`config.mk`:
```
export PLATFORM = sky130hd
export DESIGN_NAME = dn_receiver
export DESIGN_NICKNAME = d
export VERILOG_FILES = /design/src/rtl/dn_receiver.sv
export SDC_FILE = /design/constraint.sdc
export NUM_CORES = 1
export LEC_CHECK = 0
export ABC_AREA = 1
export BUFFER_PORTS_ARGS = -buffer_cell sky130_fd_sc_hd__buf_2
export CAP_MARGIN = 30
export CORE_MARGIN = 2
export CORE_UTILIZATION = 44
export DETAILED_ROUTE_END_ITERATION = 6
export PLACE_DENSITY_LB_ADDON = 0.05
export SLEW_MARGIN = 20
export SYNTH_ARGS = -nofsm -noshare
export SYNTH_HDL_FRONTEND = slang
export SYNTH_SLANG_ARGS = --single-unit
export TNS_END_PERCENT = 1
```
`constraint.sdc`:
```
create_clock -name clk_sys -period 3.2 [get_ports clk_sys]
set_clock_uncertainty 0.2 [all_clocks]
set_input_delay 0.16 -clock clk_sys [delete_from_list [all_inputs] [get_ports clk_sys]]
set_output_delay 0.16 -clock clk_sys [all_outputs]
set_load 0.01 [all_outputs]
```
`src/rtl/dn_receiver.sv`:
```
// rtl/dn_receiver.sv - download-stream receiver: captures loader bytes, queues them, commits them to memory, then releases the CPU
module dn_receiver #(
   parameter int                FIFO_DEPTH = 4,
   parameter int                MEM_AW     = 22,
   parameter logic [MEM_AW-1:0] BASE_ADDR  = '0
) (
   input  logic              clk_sys,
   input  logic              reset,
   input  logic              dn_go,
   input  logic              dn_wr,
   input  logic [15:0]       dn_addr,
   input  logic [7:0]        dn_data,
   input  logic              execute_enable,
   input  logic [15:0]       execute_addr,
   output logic              dn_wait,
   output logic              mem_req,
   output logic [MEM_AW-1:0] mem_addr,
   output logic [7:0]        mem_dout,
   input  logic              mem_ack,
   output logic              cpu_hold,
   output logic              cpu_start,
   output logic [15:0]       start_addr,
   output logic [16:0]       byte_count,
   output logic [7:0]        checksum,
   output logic              overflow
);

   localparam int PTR_W = $clog2(FIFO_DEPTH);
   localparam int CNT_W = PTR_W + 1;

   typedef enum logic [1:0] {
      S_IDLE,
      S_LOAD,
      S_DRAIN,
      S_START
   } state_t;

   state_t           state;
   logic             pending;
   logic             dn_wr_q;
   logic [15:0]      fifo_addr [FIFO_DEPTH];
   logic [7:0]       fifo_data [FIFO_DEPTH];
   logic [PTR_W-1:0] wr_ptr;
   logic [PTR_W-1:0] rd_ptr;
   logic [CNT_W-1:0] fifo_count;

   logic capture_en;
   logic wr_edge;
   logic fifo_empty;
   logic fifo_full;
   logic bypass;
   logic push;
   logic pop;
   logic drop;
   logic acked;
   logic busy;

   function automatic logic [MEM_AW-1:0] to_mem(input logic [15:0] a);
      return MEM_AW'(a) + BASE_ADDR;
   endfunction

   // The request register is a slot of its own, so one byte can be in
   // flight while FIFO_DEPTH more wait behind it.
   always_comb begin
      capture_en = (state == S_LOAD) || (state == S_DRAIN);
      wr_edge    = dn_wr && !dn_wr_q && dn_go && capture_en;
      fifo_empty = (fifo_count == '0);
      fifo_full  = (fifo_count == CNT_W'(FIFO_DEPTH));
      pop        = !mem_req && !fifo_empty;
      bypass     = !mem_req && fifo_empty && wr_edge;
      push       = wr_edge && !bypass && !fifo_full;
      drop       = wr_edge && !bypass && fifo_full;
      acked      = mem_req && mem_ack;
      busy       = mem_req || !fifo_empty || wr_edge;
      dn_wait    = (fifo_count >= CNT_W'(FIFO_DEPTH - 1));
   end

   always_ff @(posedge clk_sys) begin
      if (push) begin
         fifo_addr[wr_ptr] <= dn_addr;
         fifo_data[wr_ptr] <= dn_data;
      end
   end

   always_ff @(posedge clk_sys) begin
      if (reset) begin
         dn_wr_q    <= 1'b0;
         wr_ptr     <= '0;
         rd_ptr     <= '0;
         fifo_count <= '0;
         mem_req    <= 1'b0;
         mem_addr   <= '0;
         mem_dout   <= '0;
      end else begin
         dn_wr_q <= dn_wr;
         if (push)
            wr_ptr <= wr_ptr + PTR_W'(1);
         if (pop)
            rd_ptr <= rd_ptr + PTR_W'(1);
         case ({push, pop})
            2'b10:   fifo_count <= fifo_count + CNT_W'(1);
            2'b01:   fifo_count <= fifo_count - CNT_W'(1);
            default: fifo_count <= fifo_count;
         endcase
         if (acked) begin
            mem_req <= 1'b0;
         end else if (pop) begin
            mem_req  <= 1'b1;
            mem_addr <= to_mem(fifo_addr[rd_ptr]);
            mem_dout <= fifo_data[rd_ptr];
         end else if (bypass) begin
            mem_req  <= 1'b1;
            mem_addr <= to_mem(dn_addr);
            mem_dout <= dn_data;
         end
      end
   end

   always_ff @(posedge clk_sys) begin
      if (reset) begin
         state      <= S_IDLE;
         pending    <= 1'b0;
         cpu_hold   <= 1'b1;
         cpu_start  <= 1'b0;
         start_addr <= '0;
         byte_count <= '0;
         checksum   <= '0;
         overflow   <= 1'b0;
      end else begin
         cpu_start <= 1'b0;
         if (acked) begin
            byte_count <= byte_count + 17'd1;
            checksum   <= checksum + mem_dout;
         end
         if (drop)
            overflow <= 1'b1;
         if (execute_enable && capture_en) begin
            start_addr <= execute_addr;
            pending    <= 1'b1;
         end
         case (state)
            S_IDLE: begin
               if (dn_go) begin
                  state      <= S_LOAD;
                  cpu_hold   <= 1'b1;
                  pending    <= 1'b0;
                  byte_count <= '0;
                  checksum   <= '0;
                  overflow   <= 1'b0;
               end
            end
            S_LOAD: begin
               if (!dn_go || pending)
                  state <= S_DRAIN;
            end
            S_DRAIN: begin
               // A byte captured this very cycle still counts as work to drain.
               if (!busy) begin
                  if (pending) begin
                     state     <= S_START;
                     cpu_start <= 1'b1;
                     cpu_hold  <= 1'b0;
                  end else if (!dn_go) begin
                     state <= S_IDLE;
                  end else begin
                     state <= S_LOAD;
                  end
               end
            end
            default: begin
               state <= S_IDLE;
            end
         endcase
      end
   end

endmodule

```
==> results.toml, run 1 <==
[global_route]
antenna_found_initial = 0
grt_pass1_vias = 5738
gr-total-overflow = 0
grt.busiest_layer = "met2"
grt_usage_pct = 19.8
grt_pass1_wl_um = 28100
grt_max_degree = 49
grt_use_met3_pct = 3.78
use_met1_pct = 25.5
met2_usage_pct = 33.7

[final_layout]
antennaDiodeCount = 0
drive_above_1_share_pct = 18.0
final_nets = 1015
fin_util_pct = 56.4
fin_area_um2 = 9360
area_delta_synth_final_pct = 25.0

[yosys]
synthMuxAreaShare_pct = 0
synth_most_common_cell = "nor2_1"
async_flop_share_pct = 0
yosys_warnings = 0
synth.yosys.seq_area_share_pct = 60.4
synth_common_cells = "nor2_1, nand2_1, o21ai_0"
netlist_area_um2 = 7490
yosysTopAreaCell = "edfxtp_1"
synthAdderAreaFrac_pct = 3.38
ys_ff_latch = 178
ys.flop_type = "edfxtp_1"
synth.avg_cell_area_um2 = 9.47
synthSimpleGateAreaFrac_pct = 16.3
synthCells = 791
synth_top_area_share_pct = 38.5
synth_edf_count = 96
synth_xor_area_share_pct = 1.05
synth-compound-area-share_pct = 13.0
synth.top_cells.by_area = "edfxtp_1, dfxtp_1, nor2_1"
ys_types = 34
synth_top_family_by_area = "simple AND/OR/NAND/NOR gates"

[clock_network]
post_cts_buffers = 0
cts-htree-levels = 4
insertion_delay_ns = 0.41
cts_tree = "done"
clock_path_buffers = 2
clock_sinks = 178
path_clk_slew_ns = 0.06
numCtsBuffers = 17
cts_root_buffer = "clkbuf_16"

[sta]
clock.fmax_mhz = 375
relSlewSlack_pct = 46.9
hold_viol = 0
fin_crit_ns = 2.67
slew_violations = 0
fin_setup_tns_ns = 0
worst_slew_pin_slew_ns = 0.796
post-route-period-util_pct = 83.3
rsz0062_at_grt = "no"
final-setup-viol-count = 0

[route]
routed_via_density = 4.99
drc = 0
dr_total_vias = 5904
wl_per_cell_um = 14.6
detail-route-antenna-nets = 0
drt_iter0_drc = 237
drt-total-wl_um = 17200
firstDrtPassIters = 5

[die]
fp.dieH_um = 134
core_area_um2 = 16600
die-area_um2 = 18100
start_util_pct = 45.1
die_width_um = 134
rows = 47
io_pins = 122

[run]
cap_viol_max_count = 0

[critical_path]
path_class = "reg2reg"
crit_path_top_delay_cell = "fa_1"
worst_path_dominant_cell_family = "adder cells"
critPathMaxStageDelay_ns = 0.37
cp.required_ns = 3.30
cp.buffers_inverters = 2
startpoint_type = "flip-flop"
path_max_fanout = 9
cp-end-kind = "flip-flop"
cp.arrival_ns = 2.76
cp_cell_sequence = "inv_1 -> ha_1 -> nand2_2 -> nor2_4 -> o211ai_2 -> ha_1 -> inv_1 -> fa_1 -> a21oi_1 -> o21ai_0 -> o21ai_0 -> a21oi_1"

[power]
power_density_nw_per_um2 = 782
peakVddDrop_uv = 425
leakagePower_nw = 3.91

[outcome]
outcome = "finished, final reports clean"

[placed_design]
portBuffers = 115
placed_cell_area_um2 = 8330
place_hpwl_um = 11100
routabilityCongestion = 0.786

[min_path]
worst_hold_path_type = "in2reg"
## registers in the layout, indices dropped and copies added (netlist names), 2 cells and up, named ones only
signal and count:
rd_ptr 2, mem_addr 16, start_addr 16, fifo_count 3, mem_dout 8, byte_count 17
checksum 8, wr_ptr 2, fifo_data 32, state 2, fifo_addr 64
## cell families after synthesis
family                     Yosys count
and+or+nand+nor                    298
AOI/OAI and AO/OA                  185
DFF                                178
buffers and inverters              101
adders and majority gates           19
xor gates and xnor gates             9
other                                1
## worst paths after layout
path	slack [ns]	end	start	cells past startpoint
max	0.53	fifo_count[2]	state[0]	12
min	0.03	pending	execute_enable	4
max reg2reg	0.53	fifo_count[2]	state[0]	12
min reg2reg	0.28	cpu_hold	cpu_hold	2
## layer usage
| layer | vias up | routed length (µm) |
|---|---|---|
| met4 | 0 | 223 |
| met2 | 149 | 8430 |
| li1 | 2985 | - |
| met1 | 2751 | 7770 |
| met3 | 19 | 826 |
| met5 | - | 0 |
## per-stage QoR
stage | setup WS [ns] | std cells | hold WS [ns] | total power, W
floorplan | 0.420 | 796 | 0.0312 | 0.00457
global placement | 0.664 | 1106 | 0.185 | 0.00524
detailed placement | 0.537 | 1106 | 0.185 | 0.00532
CTS | 0.523 | 1183 | 0.0190 | 0.00739
global route | 0.353 | 1183 | 0.0426 | 0.00784
finish | 0.534 | 1183 | 0.0336 | 0.00732
## power breakdown
part | internal [W] | switching [W] | total [W]
sequential | 0.00269 | 0.000159 | 0.00285
combinational | 0.000853 | 0.00160 | 0.00246
clock | 0.00118 | 0.000834 | 0.00201
## worst min-delay path, cell delays in order
cell	delay [ns]
buf_2	0.10
nand2_1	0.06
buf_4	0.20
a21oi_1	0.08
## cell usage in the layout, fill, tap and decap left out, types with 7 or more instances in the layout
cell	netlist	routed
dlygate4sd3_1	0	45
nand2_1	110	110
ha_1	17	17
edfxtp_1	96	96
nor2_1	145	141
inv_1	61	61
buf_4	6	9
nand3_1	20	20
dfxtp_1	82	82
o21ai_0	103	103
o22ai_1	23	23
buf_2	10	115
clkbuf_16	0	17
nand4_1	10	10
nor2_2	3	7
a21oi_1	48	48
xor2_1	7	7
## cell type report
type / instances / area (µm²)
timing repair buffer: 174 / 1190
clock buffer: 25 / 505
inverter: 62 / 233
clock inverter: 7 / 71.3
fill: 1526 / 7230
multi-input combinational: 517 / 2550
tap: 220 / 275
sequential: 178 / 4520
## repair_timing
| item | 4_1_cts | 5_1_grt |
|---|---|---|
| gates resized for setup | 0 | 0 |
| hold endpoints to repair | 148 | 0 |
| setup endpoints to repair | 0 | 0 |
| hold buffers | 45 | 0 |
No activity file was read; power rests on OpenSTA's default activity.
==> run 2: changes to the inputs <==
Clock period 3.2 ns to 2.6 ns, I/O delays scaled along.
==> run 2 against run 1 <==
Effect of this change: register-to-register slack got worse by 0.32 ns; first-iteration DRC count rose by 26%; setup slack got worse by 0.32 ns; cell area rose by 0.56%; clock-buffer cell count fell by 5; fmax rose by 12%; clock power rose by 29%; critical path depth did not move; highest routed layer unchanged.
==> results.toml, run 2 (synthesis results as in run 1) <==
[global_route]
grt_pass1_vias = 5621
grt_usage_pct = 19.2
grt_pass1_wl_um = 27300
gr-total-overflow = 0
antenna_found_initial = 0
grt_max_degree = 49

[final_layout]
fin_area_um2 = 9410
largest_reg_flops = 64
layout.cells.most_common = "nor2_1"
drive_above_1_share_pct = 18.2
area_delta_synth_final_pct = 25.7
final_nets = 1018
fin_util_pct = 56.7
reg_top3 = "fifo_addr: 64 flops, fifo_data: 32 flops, byte_count: 17 flops"
max_flop_register = "fifo_addr"
layout_common_cells = "nor2_1, buf_2, nand2_1"

[placed_design]
routabilityCongestion = 0.817
placed_cell_area_um2 = 8350
place_hpwl_um = 10500
dp_slack_ns = 0.174
portBuffers = 115

[critical_path]
r2r-end = "fifo_count[2]"
rr_worst_depth = 12
cp-end-kind = "flip-flop"
path_class = "reg2reg"
cp.required_ns = 2.70
startpoint_type = "flip-flop"
regToRegStartpoint = "state[0]"
cp.arrival_ns = 2.48
reg2reg_slack_ns = 0.21
setup.worst_path.end = "fifo_count[2]"
worstSetupStartpoint = "state[0]"
path_max_fanout = 5

[die]
die_width_um = 134
fp.dieH_um = 134
rows = 47
io_pins = 122
core_area_um2 = 16600
die-area_um2 = 18100
start_util_pct = 45.1

[power]
leakagePower_nw = 3.94
pwr-share-comb_pct = 32.9
power_density_nw_per_um2 = 966
peakVddDrop_uv = 595
sequentialPowerShare_pct = 38.6
p_int_w = 0.00589
p_sw_share_pct = 35.2
p_switching_w = 0.00320
p_clk_share_pct = 28.6

[route]
firstDrtPassIters = 5
wl_per_cell_um = 14.2
wl_met3_um = 653
drt-total-wl_um = 16900
detail-route-antenna-nets = 0
drc = 0
routed_via_density = 4.98
dr_total_vias = 5908
route.met2.wl_um = 8240
top_layer = "met4"
drt_iter0_drc = 299
wl_met1_um = 7810

[sta]
clock.fmax_mhz = 419
relSlewSlack_pct = 49.0
hold_viol = 0
post-route-period-util_pct = 91.9
rsz0062_at_grt = "no"
final-setup-viol-count = 0
slew_violations = 0
worst_slack_ns = 0.211
worst_slew_pin_slew_ns = 0.764
fin_crit_ns = 2.39

[outcome]
outcome = "finished, final reports clean"

[clock_network]
insertion_delay_ns = 0.41
cts_root_buffer = "clkbuf_16"
cts_tree = "done"
post_cts_buffers = 0
numCtsBuffers = 17
clock_path_buffers = 2
path_clk_slew_ns = 0.06
clock_sinks = 178
cts-htree-levels = 4

[min_path]
worst_hold_path_type = "reg2reg"

[run]
cap_viol_max_count = 0
-- run 2: cell type report --
class	count	area, µm²
Timing Repair Buffer	177	1220
Tap cell	220	275
Clock buffer	20	447
Multi-Input combinational cell	517	2550
Inverter	62	233
Antenna cell	1	2.50
Fill cell	1518	7170
Clock inverter	12	154
Sequential cell	178	4530
-- run 2: worst min path at each step --
stage | from | endpoint | slack (ns) | cells past startpoint
2_1_floorplan | reset | dn_wr_q | 0.001 | 1
3_3_place_gp | dn_wr | dn_wr_q | 0.15 | 3
3_5_place_dp | dn_wr | dn_wr_q | 0.16 | 3
4_1_cts | dn_addr[7] | fifo_addr[2][7] | 0.27 | 2
5_1_grt | dn_addr[11] | fifo_addr[2][11] | 0.28 | 2
6_report | cpu_hold | cpu_hold | 0.27 | 2
-- run 2: metal layers --
metal | vias up | track usage [%]
met3 | 14 | 4.01
met5 | - | 0
met1 | 2795 | 24.3
met2 | 108 | 32.8
li1 | 2991 | -
met4 | 0 | 6.20
-- run 2: metrics by stage --
| stage | cells | setup TNS (ns) | hold slack (ns) | total power, W |
|---|---|---|---|---|
| CTS | 1186 | 0 | 0.266 | 0.00915 |
| finish | 1187 | 0 | 0.270 | 0.00909 |
| global placement | 1108 | 0 | 0.152 | 0.00641 |
| global route | 1186 | 0 | 0.279 | 0.00967 |
| floorplan | 796 | -17.29 | 0.00118 | 0.00563 |
| detailed placement | 1108 | 0 | 0.160 | 0.00650 |
-- run 2: power by group through the flow --
| stage | registers [W] | clock network [W] | logic (W) |
|---|---|---|---|
| after global placement | 0.00354 | 0 | 0.00286 |
| after detailed placement | 0.00356 | 0 | 0.00294 |
| after CTS | 0.00350 | 0.00264 | 0.00301 |
| final | 0.00350 | 0.00259 | 0.00299 |
| after global routing | 0.00354 | 0.00275 | 0.00338 |
| after floorplan | 0.00366 | 0 | 0.00197 |
-- run 2: repair_timing --
action / 4_1_cts / 5_1_grt
gates resized for setup: 0 / 2
hold buffers: 46 / 0
setup endpoints to repair: 0 / 1
hold endpoints to repair: 151 / 0
-- run 2: critical path, cell delays in order, from the launching register on --
cell and delay [ns]:
dfxtp_2 0.35, inv_1 0.09, ha_1 0.34, nand2_2 0.10, nor2_4 0.05, o211ai_2 0.08, ha_1 0.17, inv_1 0.06
fa_1 0.38, a21oi_1 0.14, o21ai_0 0.12, o21ai_1 0.14, a21oi_1 0.06
==> run 3: changes to the inputs <==
Settings changed: CTS_BUF_LIST set to sky130_fd_sc_hd__clkbuf_8, MAX_ROUTING_LAYER set to met4.
==> run 3 against run 2 <==
Effect of this change: die area is the same; first-iteration DRC count shrank 11%; cell area shrank 1.6%; clock power shrank 25%; via count is essentially flat; wire length grew 0.47%; critical path type unchanged.
==> results.toml, run 3 (synthesis results as in run 1) <==
[power]
power_density_nw_per_um2 = 913
p_switching_w = 0.00312
p_sw_share_pct = 36.9
fin_total_pwr_w = 0.00845
sequentialPowerShare_pct = 41.4
p_int_w = 0.00533
leakagePower_nw = 3.87
pwr-share-comb_pct = 35.5
peakVddDrop_uv = 518
p_clk_share_pct = 23.1

[route]
drc = 0
drt-total-wl_um = 16900
dr_total_vias = 5912
detail-route-antenna-nets = 0
wl_per_cell_um = 14.2
firstDrtPassIters = 5
routed_via_density = 4.96
drt_iter0_drc = 265

[critical_path]
reg2reg_slack_ns = 0.22
startpoint_type = "flip-flop"
cp.arrival_ns = 2.57
cp.required_ns = 2.78
cp-end-kind = "flip-flop"
path_max_fanout = 5
rr_worst_depth = 11
path_class = "reg2reg"

[placed_design]
dp_slack_ns = 0.174
place_hpwl_um = 10500
portBuffers = 115
routabilityCongestion = 0.830
placed_cells = 1108

[sta]
final-setup-viol-count = 0
fin_crit_ns = 2.38
slew_violations = 0
post-route-period-util_pct = 91.7
rsz0062_at_grt = "no"
relSlewSlack_pct = 48.3
hold_viol = 0
fin_setup_tns_ns = 0
worst_slew_pin_slew_ns = 0.775
worst_slack_ns = 0.216
clock.fmax_mhz = 419

[min_path]
worstHoldPathCells = 2
worst_hold_path_type = "in2reg"

[final_layout]
final_nets = 1022
reg_top3 = "fifo_addr: 64 flops, fifo_data: 32 flops, byte_count: 17 flops"
largest_reg_flops = 64
instances_no_fill = 1191
drive_above_1_share_pct = 18.1
layout.cells.most_common = "nor2_1"
layout_common_cells = "nor2_1, buf_2, nand2_1"
max_flop_register = "fifo_addr"
area_delta_synth_final_pct = 23.7

[global_route]
antenna_found_initial = 0
grt_pass1_wl_um = 27300
gr-total-overflow = 0
grt_max_degree = 49
grt_usage_pct = 19.9
grt_pass1_vias = 5661

[die]
die_width_um = 134
rows = 47
core_area_um2 = 16600
fp.dieH_um = 134
io_pins = 122
die-area_um2 = 18100
start_util_pct = 45.1

[clock_network]
clock_sinks = 178
cts_root_buffer = "clkbuf_8"
insertion_delay_ns = 0.45
clock_path_buffers = 2
path_clk_slew_ns = 0.09
cts_tree = "done"
numCtsBuffers = 17
cts-htree-levels = 4

[outcome]
outcome = "finished, final reports clean"

[run]
cap_viol_max_count = 0
## run 3: cell count changes in the layout (fill, tap and decap cells not counted), sizes merged
cell and change:
dlygate4sd3 +4, clkbuf -2, inv +2
## run 3: final timing paths
check / startpoint / endpoint
setup / recovery: state[1] / fifo_count[1]
hold / removal: dn_addr[0] / fifo_addr[3][0]
setup reg to reg: state[1] / fifo_count[1]
hold reg to reg: cpu_hold / cpu_hold
## run 3: worst max-delay path, stage by stage (launching register included)
cell	delay, ns
dfxtp_1	0.37
inv_1	0.09
ha_1	0.32
nand2_2	0.07
nor2_4	0.17
o211ai_2	0.12
ha_1	0.20
inv_1	0.09
fa_1	0.43
nor2_1	0.11
a21oi_1	0.05
nor2_1	0.09
## run 3: stage by stage
step           hold WS, ns  util, %  area [µm²]
3_5_place_dp         0.160     50.3        8350
4_1_cts              0.204     55.8        9260
6_report             0.243     55.8        9260
2_1_floorplan      0.00118        -        7510
3_3_place_gp         0.152     50.3        8350
5_1_grt              0.225     55.8        9260
## run 3: area by class of cell
cell class / instances / area, µm²
Fill cell: 1544 / 7320
Multi-Input combinational cell: 517 / 2550
Sequential cell: 178 / 4530
Clock buffer: 18 / 248
Timing Repair Buffer: 181 / 1260
Clock inverter: 14 / 161
Tap cell: 220 / 275
Antenna cell: 1 / 2.50
Inverter: 62 / 233
## run 3: repair_timing
item,4_1_cts,5_1_grt
hold buffers,50,0
gates resized for setup,0,2
hold endpoints to repair,155,0
endpoints found under the setup margin,0,2
setup buffers,0,0
## run 3: power groups by stage
stage	clock, W	sequential, W	combinational, W
after floorplan	0	0.00366	0.00197
after global placement	0	0.00354	0.00286
after detailed placement	0	0.00356	0.00294
after CTS	0.00201	0.00350	0.00302
after global routing	0.00211	0.00354	0.00339
final	0.00195	0.00350	0.00300
## run 3: routing by layer
layer  global-route usage, %  vias up  part of all wire (%)
met3                    4.23       15                   4.4
met1                    24.5     2777                    45
li1                        -     2994                     -
met5                       -        -                     0
met2                    32.5      126                    49
met4                    7.08        0                   1.2
